===== src/rtl/spislaveio.sv =====
// spislaveio: CPU-mapped SPI slave (mode 0, MSB first) with a one-byte receive
// buffer, one-byte transmit buffer, status/control register and interrupt.
//
// Ports:
//   clk   - system clock, all state changes on its rising edge
//   rst   - synchronous active-high reset
//   AD    - register address ($0 status/control, $1 data, $2-$7 read as zero)
//   DI    - CPU write data
//   DO    - CPU read data, registered (one-cycle read latency)
//   rw    - 1 = read, 0 = write, qualified by cs
//   cs    - register access strobe, one access per clk cycle while high
//   irq   - interrupt request, IE && (RDY || OVR), registered
//   ssel  - SPI slave select from master, active low, asynchronous
//   sck   - SPI clock from master, idle low, asynchronous
//   mosi  - SPI data from master, asynchronous
//   miso  - SPI data to master, forced high while deselected
module spislaveio (
    input  logic       clk,
    input  logic       rst,
    input  logic [2:0] AD,
    input  logic [7:0] DI,
    output logic [7:0] DO,
    input  logic       rw,
    input  logic       cs,
    output logic       irq,
    input  logic       ssel,
    input  logic       sck,
    input  logic       mosi,
    output logic       miso
);

    logic [1:0] r_ssel_sync;
    logic       r_ssel_d;
    logic [2:0] r_sck_sync;
    logic [1:0] r_mosi_sync;
    logic [7:0] r_rx_data;
    logic [7:0] r_tx_data;
    logic [7:0] r_shift_tx;
    logic [7:0] r_shift_rx;
    logic [3:0] r_bit_cnt;
    logic       r_txe;
    logic       r_rdy;
    logic       r_ovr;
    logic       r_ie;
    logic [7:0] r_do;
    logic       r_irq;

    logic       w_ssel_s;
    logic       w_sel;
    logic       w_ssel_fall;
    logic       w_ssel_rise;
    logic       w_sck_rise;
    logic       w_sck_fall;
    logic       w_mosi_s;
    logic       w_rise_act;
    logic       w_fall_act;
    logic       w_reload;
    logic       w_done;
    logic [7:0] w_byte;
    logic       w_rd;
    logic       w_rd1;
    logic       w_wr0;
    logic       w_wr1;
    logic [7:0] w_rd_data;

    assign w_ssel_s    = r_ssel_sync[1];
    assign w_sel       = ~w_ssel_s;
    assign w_ssel_fall = ~w_ssel_s & r_ssel_d;
    assign w_ssel_rise = w_ssel_s & ~r_ssel_d;
    // The third sck flop gives the previous synchronized level, so an edge
    // takes effect three clk cycles after the pin changes.
    assign w_sck_rise  = r_sck_sync[1] & ~r_sck_sync[2];
    assign w_sck_fall  = ~r_sck_sync[1] & r_sck_sync[2];
    assign w_mosi_s    = r_mosi_sync[1];

    // A select edge owns the cycle; sck edges only count while selected.
    assign w_rise_act  = w_sck_rise & w_sel & ~w_ssel_fall;
    assign w_fall_act  = w_sck_fall & w_sel & ~w_ssel_fall;
    assign w_reload    = w_ssel_fall | (w_fall_act & (r_bit_cnt == 4'd8));
    assign w_done      = w_rise_act & (r_bit_cnt == 4'd7);
    assign w_byte      = {r_shift_rx[6:0], w_mosi_s};

    assign w_rd        = cs & rw;
    assign w_rd1       = w_rd & (AD == 3'd1);
    assign w_wr0       = cs & ~rw & (AD == 3'd0);
    assign w_wr1       = cs & ~rw & (AD == 3'd1);

    always_comb begin
        w_rd_data = (AD == 3'd0) ? {r_rdy, r_txe, r_ovr, w_sel, 3'b000, r_ie} :
                    (AD == 3'd1) ? r_rx_data : 8'h00;
    end

    always_ff @(posedge clk) begin
        if (rst) begin
            r_ssel_sync <= 2'b11;
            r_ssel_d    <= 1'b1;
            r_sck_sync  <= 3'b000;
            r_mosi_sync <= 2'b11;
            r_rx_data   <= 8'hFF;
            r_tx_data   <= 8'hFF;
            r_shift_tx  <= 8'hFF;
            r_shift_rx  <= 8'h00;
            r_bit_cnt   <= 4'd0;
            r_txe       <= 1'b1;
            r_rdy       <= 1'b0;
            r_ovr       <= 1'b0;
            r_ie        <= 1'b0;
            r_do        <= 8'h00;
            r_irq       <= 1'b0;
        end else begin
            r_ssel_sync <= {r_ssel_sync[0], ssel};
            r_ssel_d    <= w_ssel_s;
            r_sck_sync  <= {r_sck_sync[1:0], sck};
            r_mosi_sync <= {r_mosi_sync[0], mosi};
            if (w_rd)
                r_do <= w_rd_data;
            r_irq <= r_ie & (r_rdy | r_ovr);
            if (w_wr0)
                r_ie <= DI[0];
            if (w_wr1)
                r_tx_data <= DI;
            // Reload consumes the pre-write buffer; a same-cycle CPU write
            // still leaves its new byte pending (TXE = 0).
            r_txe <= w_wr1 ? 1'b0 : (w_reload ? 1'b1 : r_txe);
            if (w_reload)
                r_shift_tx <= r_txe ? 8'hFF : r_tx_data;
            else if (w_fall_act)
                r_shift_tx <= {r_shift_tx[6:0], 1'b1};
            if (w_rise_act) begin
                r_shift_rx <= w_byte;
                r_bit_cnt  <= r_bit_cnt + 4'd1;
            end else if (w_ssel_fall | w_ssel_rise | w_reload)
                r_bit_cnt <= 4'd0;
            if (w_done)
                r_rx_data <= w_byte;
            // Completion beats a same-cycle $1 read; a read that empties the
            // buffer in that cycle is not an overrun.
            r_rdy <= w_done | (r_rdy & ~w_rd1);
            r_ovr <= (w_done & r_rdy & ~w_rd1) | (r_ovr & ~(w_wr0 & DI[5]));
        end
    end

    assign DO   = r_do;
    assign irq  = r_irq;
    assign miso = w_sel ? r_shift_tx[7] : 1'b1;

endmodule


===== config.mk =====
export PLATFORM = sky130hd
export DESIGN_NAME = spislaveio
export DESIGN_NICKNAME = d
export VERILOG_FILES = /design/src/rtl/spislaveio.sv
export SDC_FILE = /design/constraint.sdc
export NUM_CORES = 1
export LEC_CHECK = 0
export CAP_MARGIN = 20
export CORE_MARGIN = 2
export CORE_UTILIZATION = 23
export CTS_CLUSTER_DIAMETER = 200
export CTS_CLUSTER_SIZE = 8
export DETAILED_ROUTE_END_ITERATION = 6
export HOLD_SLACK_MARGIN = 0.06
export PLACE_DENSITY_LB_ADDON = 0.2
export SLEW_MARGIN = 10
export SYNTH_ARGS = -nofsm -noshare
export SYNTH_HDL_FRONTEND = slang
export SYNTH_SLANG_ARGS = --single-unit

===== constraint.sdc =====
create_clock -name clk -period 3.9 [get_ports clk]
set_clock_uncertainty 0.15 [all_clocks]
set_input_delay 0.585 -clock clk [delete_from_list [all_inputs] [get_ports clk]]
set_output_delay 0.585 -clock clk [all_outputs]
set_load 0.05 [all_outputs]

==> flow_metrics.tcl <==
set metrics [dict create \
    yosysWarnings 0 \
    n_antenna_cell 0 \
    antenna_left 0 \
    vias_per_cell 4.88 \
    drt_wl_total_um 5590 \
    crit_type "reg -> reg" \
    power_density_nw_per_um2 354 \
    relSlewSlack_pct 39.1 \
    areaGrowthSynthToFinish_pct 19.2 \
    design_area_um2 2800 \
    drc 0 \
    gr-total-overflow 0 \
    clock_latency_ns 0.31 \
    cts_hold_buf 0 \
    r2r_setup_slack_ns 1.47 \
    cts_max_path_buffers 2 \
    start_util_pct 23.9 \
    status "complete, no violations" \
    dr.pass1.iters 4 \
    min_to "r_mosi_sync[1]$_SDFF_PP1_" \
    first_global_vias 1814 \
    rsz0062_at_grt "no" \
    dp_cells 392 \
    ctsRootBufferMaster "clkbuf_8" \
    vias 1950 \
    cts_inserted_buffers 5 \
    placed_area_um2 2710 \
    ios 28 \
    min_from "r_mosi_sync[0]$_SDFF_PP1_" \
    n_fill_cell 1103 \
    hold_viol 0 \
    ff2ff_path_depth 5 \
    synth_nets 271 \
    synth_area_um2 2350 \
    clock-sinks 56 \
    p_leak_nw 0.919 \
    peakVddDrop_v 0.000146 \
    fin_tns_setup_ns 0 \
    fmax_ghz 0.412 \
    synth.area.mux_share_pct 0 \
    synth_compound_area_share_pct 22.5 \
    finalWeightedCongestion 0.685 \
    max_cap_violations 0 \
    drt_iter0_markers 72 \
    coreArea_um2 9820 \
    synth_adder_area_share_pct 1.60 \
    wl_per_cell_um 14.0 \
    layout_min_cycle_time_ns 2.43 \
    netlist_instances 250 \
    synthXorXnorAreaFrac_pct 0 \
    path_max_fanout 22 \
    die_w_um 105 \
    r2r_start "r_ssel_sync[1]$_SDFF_PP1_" \
    postCtsResizedCells 0 \
    fp.dieH_um 105 \
    cts_setup_buffers 0 \
    cp.arrival_ns 2.51 \
    drive_gt1_share_pct 8.61 \
    cts_tree "built" \
    slew_violations 0 \
    synth_cell_type_count 42 \
    detailed_place_hpwl_um 3630 \
    worstMarginPinSlew_ns 0.914 \
    hp-class "reg -> reg" \
    fin_crit_sh_pct 62.2 \
    port_buffers 27 \
    reg2reg_to "r_bit_cnt[2]$_SDFFE_PP0P_" \
    drt-met1-wl_um 2690 \
    wl_met3_um 233 \
    end_kind "flop" \
    final_util_pct 28.5 \
    htree_levels 2 \
    setup-violations-final 0 \
    wl_met2_um 2580 \
    grt_start_max_net_pins 48 \
    instances_no_fill 400 \
    highest_layer "met4" \
    rows 36 \
    hold_depth 1 \
    crit_required_ns 3.98 \
    start_kind "flop" \
    synth_seq_cells 56 \
    avgSynthCellArea_um2 9.38 \
    yosysSeqAreaShare_pct 47.8 \
    synth_top_family_by_area "simple AND/OR/NAND/NOR gates" \
    dieArea_um2 11000 \
    hold_ws_ns 0.270 \
    clkTransAtPathRegs_ns 0.09 \
    finalNetCount 287 \
    grt_pass1_wl_um 9070 \
    antenna_found_initial 0 \
    gr-usage-all-layers_pct 10.3 \
    synthSimpleGateAreaFrac_pct 23.0 \
]
flip-flops by register name (all words and copies together), names as in the netlist:
name / count
r_ie: 1
r_tx_data: 8
r_ovr: 1
irq: 1
r_ssel_sync: 2
r_bit_cnt: 4
r_rdy: 1
r_sck_sync: 3
r_shift_tx: 8
DO: 8
r_shift_rx: 7
r_mosi_sync: 2
r_ssel_d: 1
r_rx_data: 8
r_txe: 1
worst max-delay path: stages, from the launching register on:
cell	delay, ns
dfxtp_1	0.43
inv_1	0.11
ha_1	0.46
or4b_1	0.76
o21a_1	0.24
a211oi_2	0.19
cell usage after synthesis:
cell type  instances  share of area, %
buf_6              1              0.48
nor2_1             6              0.96
and3b_1            3               1.1
nor4_1             1              0.27
inv_1              7               1.1
clkbuf_1          15               2.4
nor4b_2            1              0.64
a32o_1             1              0.43
a31o_2             1              0.37
or2_1              1              0.27
a311o_1            7               3.0
o31ai_2            1              0.53
o22ai_1            1              0.27
nand3b_1           1              0.32
a211o_1           14               5.2
or4b_1             1              0.43
or3_1              8               2.1
a311oi_2           1              0.64
nand2b_1           1              0.27
nand2_2            1              0.27
nand3_1           25               5.3
a21oi_1           16               3.4
nor3b_1            9               2.9
nor3b_2            1              0.53
or2_2              5               1.3
o31ai_1            2              0.64
a41oi_1            1              0.37
dfxtp_1           56                48
nand2_1           17               2.7
a211oi_2           1              0.53
a2111o_1           1              0.48
buf_2              5               1.1
o21a_1             1              0.32
o211a_1            1              0.43
and3_1             8               2.1
o32a_1             1              0.43
or3b_1             1              0.37
ha_1               3               1.6
a211oi_1           1              0.32
nor2b_1            4               1.1
a32oi_1            8               3.0
o21ai_1           10               2.1
how the worst max path moves through the flow:
stage	from	end	slack, ns	cells after the start
after detailed placement	rst	r_bit_cnt[1]$_SDFFE_PP0P_	1.48	3
after global routing	r_ssel_sync[1]$_SDFF_PP1_	r_bit_cnt[2]$_SDFFE_PP0P_	1.32	5
after global placement	rst	r_bit_cnt[1]$_SDFFE_PP0P_	1.51	3
after floorplan	r_ssel_sync[1]$_SDFF_PP1_	r_bit_cnt[2]$_SDFFE_PP0P_	1.98	6
after CTS	r_ssel_sync[1]$_SDFF_PP1_	miso	1.44	2
final	r_ssel_sync[1]$_SDFF_PP1_	r_bit_cnt[2]$_SDFFE_PP0P_	1.47	5
report_power, final:
part           total [mW]  switching [mW]  internal, mW
combinational      0.0832          0.0472        0.0360
sequential          0.589         0.00628         0.583
clock               0.317           0.189         0.128
total               0.990           0.243         0.747
per-stage QoR:
step / power (mW) / worst slack [ns]
3_5_place_dp: 0.686 / 1.48
2_1_floorplan: 0.652 / 1.98
5_1_grt: 1.04 / 1.32
4_1_cts: 1.01 / 1.44
6_report: 0.990 / 1.47
3_3_place_gp: 0.686 / 1.51
cells by family after synthesis:
logic type | after synthesis
and+or+nand+nor | 94
DFF | 56
AOI/OAI and AO/OA | 69
buffers and inverters | 28
adders and majority gates | 3
metal layers:
| layer | track usage, % | vias to the layer above |
|---|---|---|
| met1 | 14.0 | 945 |
| met3 | 2.50 | 8 |
| li1 | - | 958 |
| met4 | 3.71 | 0 |
| met2 | 15.6 | 39 |
| met5 | 0 | - |
final cells by class:
type / count / area (µm²) / area share [%]
Clock buffer: 6 / 72.6 / 2.60
Clock inverter: 2 / 16.3 / 0.582
Inverter: 7 / 26.3 / 0.940
Multi-Input combinational cell: 166 / 1110 / 39.6
Sequential cell: 56 / 1120 / 40.1
Tap cell: 133 / 166 / 5.95
Timing Repair Buffer: 30 / 288 / 10.3
placed cells by master (no fill, tap or decap), types with 2 or more instances in the layout:
| cell | instances |
|---|---|
| nor2b_1 | 4 |
| a311o_1 | 7 |
| a21oi_1 | 16 |
| or2_2 | 5 |
| nand3_1 | 25 |
| o21ai_1 | 10 |
| buf_4 | 3 |
| nor3b_1 | 9 |
| a211o_1 | 14 |
| nand2_1 | 17 |
| o31ai_1 | 2 |
| or3_1 | 8 |
| nor2_1 | 6 |
| ha_1 | 3 |
| inv_1 | 7 |
| clkbuf_8 | 5 |
| and3_1 | 8 |
| dfxtp_1 | 56 |
| a32oi_1 | 8 |
| clkdlybuf4s50_1 | 26 |
| and3b_1 | 3 |
No activity file was read; power rests on OpenSTA's default activity.
